--- config.mk ---
export PLATFORM = sky130hd
export DESIGN_NAME = ddr_rd_arbiter
export DESIGN_NICKNAME = d
export VERILOG_FILES = /design/src/rtl/ddr_rd_pkg.sv /design/src/rtl/ddr_rd_ctx.sv /design/src/rtl/ddr_rd_arbiter.sv
export SDC_FILE = /design/constraint.sdc
export NUM_CORES = 1
export LEC_CHECK = 0
export ABC_CLOCK_PERIOD_IN_PS = 9900
export BUFFER_PORTS_ARGS = -buffer_cell sky130_fd_sc_hd__buf_2
export CORE_ASPECT_RATIO = 1.4
export CORE_MARGIN = 2
export CORE_UTILIZATION = 29
export CTS_BUF_LIST = sky130_fd_sc_hd__clkbuf_8
export DETAILED_ROUTE_END_ITERATION = 7
export SKIP_CTS_REPAIR_TIMING = 1
export SYNTH_ARGS = -nofsm -noshare
export SYNTH_HDL_FRONTEND = slang
export SYNTH_SLANG_ARGS = --single-unit
--- constraint.sdc ---
create_clock -name clk -period 9.9 [get_ports clk]
set_clock_uncertainty 0.15 [all_clocks]
set_input_delay 0 -clock clk [delete_from_list [all_inputs] [get_ports clk]]
set_output_delay 0 -clock clk [all_outputs]
set_load 0.02 [all_outputs]
--- src/rtl/ddr_rd_pkg.sv ---
// Shared types and constants for the DDR read-master arbiter.
// The optional macro DDR_RD_WEI_PRIORITY_EN is consumed by ddr_rd_arbiter.sv.
package ddr_rd_pkg;

    typedef enum logic [1:0] {
        IDLE  = 2'd0,
        ISSUE = 2'd1,
        NEXT  = 2'd2
    } rd_state_e;

    localparam logic OWNER_WEI = 1'b0;
    localparam logic OWNER_FTM = 1'b1;

    localparam int BYTES_PER_BURST_DFLT = 128;
    localparam int BURST_SHIFT          = $clog2(BYTES_PER_BURST_DFLT);

endpackage

--- src/rtl/ddr_rd_ctx.sv ---
// Per-requester transfer context: address/remaining-burst registers, chunk
// sizing for the next master command, and the transfer-complete pulse.
module ddr_rd_ctx
    import ddr_rd_pkg::*;
#(
    parameter int ADDR_WIDTH   = 32,
    parameter int NB_WIDTH     = 18,
    parameter int CHUNK_BURSTS = 32,
    parameter int SHIFT        = BURST_SHIFT
) (
    input  logic                  clk,
    input  logic                  rstn,
    input  logic                  req_valid_i,
    input  logic [ADDR_WIDTH-1:0] req_addr_i,
    input  logic [NB_WIDTH-1:0]   req_nburst_i,
    output logic                  req_ready_o,
    input  logic                  advance_i,
    output logic                  active_o,
    output logic                  pend_o,
    output logic [ADDR_WIDTH-1:0] addr_o,
    output logic [NB_WIDTH-1:0]   chunk_o,
    output logic                  done_o
);

    localparam logic [NB_WIDTH-1:0] CHUNK_CAP = NB_WIDTH'(CHUNK_BURSTS);

    logic                  active_q, active_d;
    logic                  done_q, done_d;
    logic [ADDR_WIDTH-1:0] addr_q, addr_d;
    logic [NB_WIDTH-1:0]   rem_q, rem_d;
    logic [NB_WIDTH-1:0]   chunk;
    logic [ADDR_WIDTH-1:0] addr_step;
    logic                  accept;

    assign accept    = req_valid_i & ~active_q;
    assign chunk     = (rem_q > CHUNK_CAP) ? CHUNK_CAP : rem_q;
    assign addr_step = ADDR_WIDTH'(chunk) << SHIFT;

    always_comb begin
        active_d = active_q;
        addr_d   = addr_q;
        rem_d    = rem_q;
        done_d   = 1'b0;
        if (accept) begin
            active_d = 1'b1;
            addr_d   = req_addr_i;
            rem_d    = req_nburst_i;
            // Empty transfer: nothing to issue, report completion straight away.
            done_d   = (req_nburst_i == '0);
        end else if (advance_i) begin
            addr_d = addr_q + addr_step;
            rem_d  = rem_q - chunk;
            if (rem_q == chunk) begin
                active_d = 1'b0;
                done_d   = 1'b1;
            end
        end else if (done_q) begin
            active_d = 1'b0;
        end
    end

    always_ff @(posedge clk or negedge rstn) begin
        if (!rstn) begin
            active_q <= 1'b0;
            done_q   <= 1'b0;
            addr_q   <= '0;
            rem_q    <= '0;
        end else begin
            active_q <= active_d;
            done_q   <= done_d;
            addr_q   <= addr_d;
            rem_q    <= rem_d;
        end
    end

    assign req_ready_o = ~active_q;
    assign active_o    = active_q;
    assign pend_o      = active_q & (rem_q != '0);
    assign addr_o      = addr_q;
    assign chunk_o     = chunk;
    assign done_o      = done_q;

endmodule

--- src/rtl/ddr_rd_arbiter.sv ---
// Shares one DDR read master between the WEI and FTM loaders, chunking each
// transfer. Define DDR_RD_WEI_PRIORITY_EN for strict WEI priority instead of round-robin.
module ddr_rd_arbiter
    import ddr_rd_pkg::*;
#(
    parameter int ADDR_WIDTH      = 32,
    parameter int NB_WIDTH        = 18,
    parameter int BYTES_PER_BURST = BYTES_PER_BURST_DFLT,
    parameter int CHUNK_BURSTS    = 32
) (
    input  logic                  clk,
    input  logic                  rstn,
    input  logic                  wei_req_valid,
    input  logic [ADDR_WIDTH-1:0] wei_req_addr,
    input  logic [NB_WIDTH-1:0]   wei_req_nburst,
    output logic                  wei_req_ready,
    input  logic                  wei_hold,
    output logic                  wei_done,
    input  logic                  ftm_req_valid,
    input  logic [ADDR_WIDTH-1:0] ftm_req_addr,
    input  logic [NB_WIDTH-1:0]   ftm_req_nburst,
    output logic                  ftm_req_ready,
    input  logic                  ftm_hold,
    output logic                  ftm_done,
    output logic                  rd_start,
    output logic [ADDR_WIDTH-1:0] rd_addr,
    output logic [NB_WIDTH-1:0]   rd_nburst,
    input  logic                  rd_done,
    output logic                  rd_owner,
    output logic                  busy
);

    localparam int SHIFT = $clog2(BYTES_PER_BURST);

    rd_state_e             state_q, state_d;
    logic                  owner_q, owner_d;
    logic [ADDR_WIDTH-1:0] cmd_addr_q, cmd_addr_d;
    logic [NB_WIDTH-1:0]   cmd_nb_q, cmd_nb_d;

    logic [1:0]            req_valid, req_ready, hold, advance;
    logic [1:0]            active, pend, done, eligible;
    logic [ADDR_WIDTH-1:0] req_addr  [2];
    logic [NB_WIDTH-1:0]   req_nb    [2];
    logic [ADDR_WIDTH-1:0] ctx_addr  [2];
    logic [NB_WIDTH-1:0]   ctx_chunk [2];
    logic                  pick;

    // Channel index 0 is WEI, 1 is FTM, matching the rd_owner encoding.
    assign req_valid = {ftm_req_valid, wei_req_valid};
    assign hold      = {ftm_hold, wei_hold};
    assign req_addr[OWNER_WEI] = wei_req_addr;
    assign req_addr[OWNER_FTM] = ftm_req_addr;
    assign req_nb[OWNER_WEI]   = wei_req_nburst;
    assign req_nb[OWNER_FTM]   = ftm_req_nburst;

    generate
        for (genvar gi = 0; gi < 2; gi++) begin : g_ctx
            assign advance[gi] = (state_q == NEXT) && (owner_q == 1'(gi));

            ddr_rd_ctx #(
                .ADDR_WIDTH   (ADDR_WIDTH),
                .NB_WIDTH     (NB_WIDTH),
                .CHUNK_BURSTS (CHUNK_BURSTS),
                .SHIFT        (SHIFT)
            ) u_ctx (
                .clk          (clk),
                .rstn         (rstn),
                .req_valid_i  (req_valid[gi]),
                .req_addr_i   (req_addr[gi]),
                .req_nburst_i (req_nb[gi]),
                .req_ready_o  (req_ready[gi]),
                .advance_i    (advance[gi]),
                .active_o     (active[gi]),
                .pend_o       (pend[gi]),
                .addr_o       (ctx_addr[gi]),
                .chunk_o      (ctx_chunk[gi]),
                .done_o       (done[gi])
            );
        end
    endgenerate

    assign eligible = pend & ~hold;

`ifdef DDR_RD_WEI_PRIORITY_EN
    always_comb begin
        pick = eligible[OWNER_WEI] ? OWNER_WEI : OWNER_FTM;
    end
`else
    logic rr_q, rr_d;

    always_comb begin
        pick = (&eligible) ? rr_q : (eligible[OWNER_FTM] ? OWNER_FTM : OWNER_WEI);
    end

    always_comb begin
        rr_d = rr_q;
        if (state_q == NEXT) begin
            rr_d = ~owner_q;
        end
    end

    always_ff @(posedge clk or negedge rstn) begin
        if (!rstn) begin
            rr_q <= OWNER_WEI;
        end else begin
            rr_q <= rr_d;
        end
    end
`endif

    always_comb begin
        state_d    = state_q;
        owner_d    = owner_q;
        cmd_addr_d = cmd_addr_q;
        cmd_nb_d   = cmd_nb_q;
        case (state_q)
            IDLE: begin
                if (|eligible) begin
                    owner_d    = pick;
                    cmd_addr_d = ctx_addr[pick];
                    cmd_nb_d   = ctx_chunk[pick];
                    state_d    = ISSUE;
                end
            end
            ISSUE: begin
                if (rd_done) begin
                    state_d = NEXT;
                end
            end
            NEXT:    state_d = IDLE;
            default: state_d = IDLE;
        endcase
    end

    always_ff @(posedge clk or negedge rstn) begin
        if (!rstn) begin
            state_q    <= IDLE;
            owner_q    <= OWNER_WEI;
            cmd_addr_q <= '0;
            cmd_nb_q   <= '0;
        end else begin
            state_q    <= state_d;
            owner_q    <= owner_d;
            cmd_addr_q <= cmd_addr_d;
            cmd_nb_q   <= cmd_nb_d;
        end
    end

    assign rd_start      = (state_q == ISSUE);
    assign rd_addr       = cmd_addr_q;
    assign rd_nburst     = cmd_nb_q;
    assign rd_owner      = owner_q;
    assign busy          = (|active) | (state_q != IDLE);
    assign wei_req_ready = req_ready[OWNER_WEI];
    assign ftm_req_ready = req_ready[OWNER_FTM];
    assign wei_done      = done[OWNER_WEI];
    assign ftm_done      = done[OWNER_FTM];

endmodule

==> results of run 1 <==
## layout make-up
type                       count  area share (%)
multi-input combinational    892            42.2
sequential                   158            31.6
timing repair buffer         309            18.1
tap                          400            4.00
clock buffer                  17            1.87
clock inverter                15            1.59
inverter                      23           0.690
## power groups by stage
stage | Combinational [µW] | Sequential [µW] | Clock (µW)
2_1_floorplan | 917 | 1140 | 0
3_3_place_gp | 1310 | 1110 | 0
3_5_place_dp | 1330 | 1120 | 0
4_1_cts | 1340 | 1110 | 542
5_1_grt | 1580 | 1150 | 563
6_report | 1420 | 1110 | 524
## worst register-to-register path, cell delays in order, from the launching register on
cell and delay (ns):
dfrtp_1 0.43, nor4_1 0.55, nand4b_1 0.28, a21oi_1 0.41
and2_1 0.24, ha_1 0.28, a21o_1 0.21, a221oi_1 0.52
o21ai_0 0.25, a31oi_1 0.25, nand3_1 0.16, or3b_2 0.47
nand3_1 0.09
## worst paths after layout
path | slack, ns | endpoint
max | 5.54 | g_ctx[0].u_ctx.addr_o[31]
min | 0.009 | g_ctx[1].u_ctx.rem_q[11]
max reg2reg | 5.54 | g_ctx[0].u_ctx.addr_o[31]
min reg2reg | 0.33 | g_ctx[0].u_ctx.addr_o[3]
max in group asynchronous | 8.27 | rd_nburst[15]
min in group clk | 0.05 | rd_owner
## metal layers
| layer | GRT usage (%) | up-vias | share of wire (%) |
|---|---|---|---|
| li1 | - | 4482 | - |
| met1 | 22.1 | 4417 | 43 |
| met2 | 29.3 | 233 | 50 |
| met3 | 3.04 | 28 | 4.4 |
| met4 | 6.09 | 0 | 2.4 |
| met5 | 0 | - | 0 |
## registers in the layout, summed over array words and instances (netlist names)
signal                cells
g_ctx.u_ctx.active_o      2
g_ctx.u_ctx.addr_o       64
g_ctx.u_ctx.done_o        2
g_ctx.u_ctx.rem_q        36
rd_addr                  32
rd_nburst                18
rd_owner                  1
rr_q                      1
state_q                   2
## cell families (layout without fill, tap and decap cells)
logic type                 Yosys count  count (layout)
and+or+nand+nor                    446             446
AOI/OAI and AO/OA                  291             291
DFF                                158             158
buffers and inverters               78             364
xor gates and xnor gates            45              45
muxes                               44              44
adders and majority gates           40              40
other                                2              26
## through the flow
stage	std cells	setup slack [ns]	hold WS, ns	total power [µW]
final	1814	5.54	0.00944	3050
after global routing	1814	4.98	0.0542	3290
after CTS	1677	5.56	-0.527	2990
after detailed placement	1645	5.60	0.0451	2450
after global placement	1645	5.79	0.0426	2420
after floorplan	1128	6.18	-0.446	2060
## Yosys cell counts (all sizes together) (5+ instances only)
cell    count  share of area, %
xnor2      30               2.8
xor2       15               1.4
or4         6              0.52
nand3      31               1.6
dfrtp     158                42
and2       12              0.80
nand2     166               6.6
mux2i      43               4.6
nor2b      17               1.1
a21oi     107               5.7
o22ai       5              0.33
nor2      111               4.4
nor4       18               1.4
o21ai      72               3.8
a21o       22               1.7
nand4       5              0.33
inv        23              0.91
and3       16               1.1
or3        11              0.73
a31oi      35               2.3
buf        10              0.64
nor3       33               1.9
ha         38               5.0
a211oi     14               1.1
clkbuf     45               1.8
==> flow_metrics.py, run 1 <==
metrics = {
    "setup_path": {
        "cp.arrival_ns": 4.64,
        "crit_family": "simple AND/OR/NAND/NOR gates",
        "critPathMaxStageDelay_ns": 0.55,
        "endpoint_kind": "flip-flop",
        "worstSetupPathType": "flip-flop to flip-flop",
        "reg2reg_depth": 12,
        "cp.depth": 12,
        "slowest_stage": "nor4_1",
        "cp-start-kind": "flip-flop",
        "critPathRequiredTime_ns": 10.18,
        "worst_path_most_repeated_cell": "nand3_1",
        "cp-startpoint": "g_ctx[0].u_ctx.rem_q[10]",
        "cp_max_fo": 7,
        "r2r-start": "g_ctx[0].u_ctx.rem_q[10]",
        "crit_buf_inv": 0,
        "path_cells": "nor4_1 > nand4b_1 > a21oi_1 > and2_1 > ha_1 > a21o_1 > a221oi_1 > o21ai_0 > a31oi_1 > nand3_1 > or3b_2 > nand3_1",
    },
    "yosys": {
        "yosysWarnings": 0,
        "syn_area_mm2": 0.00944,
        "yosysUniqueCellTypes": 67,
        "synth_top_family_by_area": "simple AND/OR/NAND/NOR gates",
        "synth_compound_area_share_pct": 18.2,
        "synth-adder-area-share_pct": 5.46,
        "synth-seq-area-share_pct": 41.9,
        "synth-async-reset-ratio_pct": 100,
        "synth_xor_area_share_pct": 4.17,
        "synth_edf_count": 0,
        "synthCells": 1104,
        "syn_avg_cell_area_um2": 8.55,
        "synth_simple_gate_area_share_pct": 22.2,
        "ys_ff_latch": 158,
        "synth_mux_area_share_pct": 4.68,
        "synth_flop_cell": "dfrtp_1",
    },
    "floorplanning": {
        "fp.dieH_um": 217,
        "pin_count": 164,
        "die_area_mm2": 0.0340,
        "num_rows": 78,
        "start_util_pct": 29.3,
        "core_area_mm2": 0.0322,
        "die-width_um": 156,
    },
    "pwr": {
        "leakagePower_uw": 0.00559,
        "seqPwrFrac_pct": 36.4,
        "share_comb_of_total_power_pct": 46.5,
        "p_sw_share_pct": 44.5,
        "power_frac_clock_pct": 17.2,
        "p_per_area_mw_per_mm2": 244,
        "ir_drop_v": 0.0000963,
        "power.internal_uw": 1700,
        "p_switching_uw": 1360,
    },
    "finish": {
        "layout-drive-gt1-share_pct": 15.8,
        "finalNetCount": 1548,
        "fillers": 3332,
        "fin_area_mm2": 0.0125,
        "diodes": 0,
        "area_growth_pct": 32.6,
        "seqCellArea_mm2": 0.00395,
        "multi_input_comb_area_mm2": 0.00529,
        "final_core_util_pct": 38.9,
        "final_cell_mix": "nand2_1, buf_2, dfrtp_1",
        "mostFrequentLayoutCell": "nand2_1",
    },
    "global_route": {
        "grt_use_total_pct": 17.3,
        "grt_pass1_wl_mm": 45.6,
        "grt_antenna_before_repair": 0,
        "grt_max_degree": 99,
        "overflow": 0,
        "grt_pass1_vias": 8425,
    },
    "timing": {
        "min_period_ns": 4.36,
        "fmax_mhz": 229,
        "setup_viol": 0,
        "rsz0062_at_grt": "false",
        "relSlewSlack_pct": 33.5,
        "worstMarginPinSlew_ns": 0.994,
        "setup_tns_ns": 0,
        "drv_slew": 0,
        "fin_crit_sh_pct": 44.1,
        "hold_viol_final": 0,
    },
    "routing": {
        "final_antenna_net_count": 0,
        "drt_iter0_drc": 605,
        "route.detailed.drc": 0,
        "via_per_inst": 5.05,
        "post_drt_wl_per_cell_um": 16.5,
        "firstDrtPassIters": 6,
        "vias": 9160,
        "wl_mm": 30.0,
    },
    "clocking": {
        "clk-insertion-delay-late_ns": 0.50,
        "numCtsBuffers": 17,
        "cts_tree": "done",
        "clock_sinks": 158,
        "h-tree-depth": 4,
        "clkTransAtPathRegs_ns": 0.11,
        "cts_root_buffer": "clkbuf_8",
        "clk_path_buf_depth": 2,
    },
    "outcome": {
        "status": "finished, final reports clean",
    },
    "placement": {
        "routabilityCongestion": 0.901,
        "dp_hpwl_mm": 21.6,
        "place_area_mm2": 0.0107,
        "port_buffers": 163,
    },
    "min_path": {
        "min_path_type": "primary input to asynchronous set/reset pin",
    },
    "job": {
        "drv_cap": 0,
    },
}
Power figures use the tool's default switching activity.
==> run 2: changes to the inputs <==
Settings changed: ABC_CLOCK_PERIOD_IN_PS 9900 to 4100.
Clock period 9.9 ns to 4.1 ns, I/O delays scaled along.
==> flow_metrics.py, run 2 (synthesis gave the netlist of run 1 again) <==
metrics = {
    "clocking": {
        "h-tree-depth": 4,
        "clk-insertion-delay-late_ns": 0.49,
        "clk_path_buf_depth": 2,
        "clock_sinks": 158,
        "cts_tree": "done",
        "cts_root_buffer": "clkbuf_8",
        "clkTransAtPathRegs_ns": 0.10,
        "numCtsBuffers": 17,
    },
    "setup_path": {
        "worst_path_most_repeated_cell": "a31oi_1",
        "worstSetupPathType": "flip-flop to flip-flop",
        "endpoint_kind": "flip-flop",
        "critPathRequiredTime_ns": 4.26,
        "cp_max_fo": 5,
        "slowest_stage": "or3_1",
        "cp-start-kind": "flip-flop",
        "critPathMaxStageDelay_ns": 0.44,
        "cp.arrival_ns": 3.97,
        "path_cells": "or3_1 > or3_1 > a21oi_2 > buf_4 > and2_1 > ha_1 > fa_1 > a21o_1 > a221oi_2 > buf_4 > o21ai_0 > a31oi_1 > a31oi_1 > a21o_1 > a31oi_1",
    },
    "floorplanning": {
        "die_area_mm2": 0.0340,
        "die-width_um": 156,
        "pin_count": 164,
        "core_area_mm2": 0.0322,
        "start_util_pct": 29.3,
        "fp.dieH_um": 217,
        "num_rows": 78,
    },
    "routing": {
        "post_drt_wl_per_cell_um": 16.8,
        "via_per_inst": 5.03,
        "final_antenna_net_count": 0,
        "vias": 9068,
        "firstDrtPassIters": 5,
        "route.detailed.drc": 0,
        "wl_mm": 30.2,
        "drt_iter0_drc": 554,
    },
    "pwr": {
        "power.internal_uw": 4050,
        "power_frac_clock_pct": 16.4,
        "p_sw_share_pct": 44.5,
        "share_comb_of_total_power_pct": 46.6,
        "p_switching_uw": 3250,
        "leakagePower_uw": 0.00556,
        "p_per_area_mw_per_mm2": 590,
        "seqPwrFrac_pct": 37.0,
        "ir_drop_v": 0.000252,
    },
    "job": {
        "drv_cap": 0,
    },
    "global_route": {
        "grt_use_total_pct": 17.4,
        "grt_pass1_vias": 8498,
        "grt_pass1_wl_mm": 45.7,
        "grt_max_degree": 94,
        "overflow": 0,
        "grt_antenna_before_repair": 0,
    },
    "placement": {
        "routabilityCongestion": 0.892,
        "port_buffers": 163,
        "place_ws_ns": 0.188,
        "dp_hpwl_mm": 21.9,
    },
    "timing": {
        "rsz0062_at_grt": "false",
        "hold_viol_final": 0,
        "setup_tns_ns": 0,
        "setup_ws_ns": 0.291,
        "fmax_mhz": 263,
        "min_period_ns": 3.81,
        "worstMarginPinSlew_ns": 1.14,
        "relSlewSlack_pct": 24.0,
        "drv_slew": 0,
        "fin_crit_sh_pct": 92.9,
        "setup_viol": 0,
    },
    "finish": {
        "diodes": 0,
        "final_cell_mix": "nand2_1, buf_2, dfrtp_1",
        "area_growth_pct": 31.0,
        "finalNetCount": 1535,
        "mostFrequentLayoutCell": "nand2_1",
        "largest_reg_flops": 64,
        "layout-drive-gt1-share_pct": 16.8,
    },
    "min_path": {
        "min_path_type": "primary input to asynchronous set/reset pin",
    },
    "outcome": {
        "status": "finished, final reports clean",
    },
}
run 2: final timing paths:
check | slack, ns | startpoint | end | cells past startpoint
max | 0.29 | g_ctx[0].u_ctx.rem_q[1] | g_ctx[0].u_ctx.addr_o[25] | 15
min | 0.01 | rstn | rd_nburst[14] | 2
max reg2reg | 0.29 | g_ctx[0].u_ctx.rem_q[1] | g_ctx[0].u_ctx.addr_o[25] | 15
min reg2reg | 0.33 | g_ctx[0].u_ctx.addr_o[2] | g_ctx[0].u_ctx.addr_o[2] | 2
max in group asynchronous | 2.70 | rstn | g_ctx[1].u_ctx.addr_o[30] | 3
min in group clk | 0.03 | ftm_req_valid | g_ctx[1].u_ctx.addr_o[23] | 5
run 2: through the flow:
stage               hold slack (ns)  total power (µW)  instance area (µm²)  utilization [%]  cells
floorplan                    -0.446              4970                 9530                -   1128
global placement             0.0152              5890                10800             33.5   1652
detailed placement           0.0269              5950                10800             33.5   1652
CTS                          -0.531              7180                11200             34.7   1684
global route                 0.0541              7860                12400             38.4   1801
finish                       0.0147              7300                12400             38.4   1801
run 2: metal layers:
metal  share of wire [%]  global-route usage (%)  vias up
li1                    -                       -     4458
met1                  43                    21.8     4345
met2                  50                    28.9      222
met3                 4.4                    3.68       43
met4                 3.1                    7.19        0
met5                   0                       0        -
run 2: worst max-delay path, delay by kind of cell (launching register included):
kind	cells	cell delay [ns]
adder cells (fa/ha/maj)	2	0.42
buffers and inverters	2	0.29
AO/OA/AOI/OAI	8	1.38
flip-flops	1	0.42
AND/OR/NAND/NOR	3	0.98
run 2: cell type report:
| class | instances | area (µm²) |
|---|---|---|
| Clock inverter | 15 | 150 |
| Inverter | 23 | 86.3 |
| Sequential cell | 158 | 3950 |
| Multi-Input combinational cell | 892 | 5310 |
| Clock buffer | 17 | 234 |
| Fill cell | 3326 | 19800 |
| Timing Repair Buffer | 296 | 2140 |
| Tap cell | 400 | 500 |
run 2: power by group through the flow:
stage	clock network [µW]	registers (µW)	logic, µW
after floorplan	0	2760	2220
after global placement	0	2690	3200
after detailed placement	0	2720	3240
after CTS	1240	2690	3250
after global routing	1290	2780	3790
final	1190	2700	3400
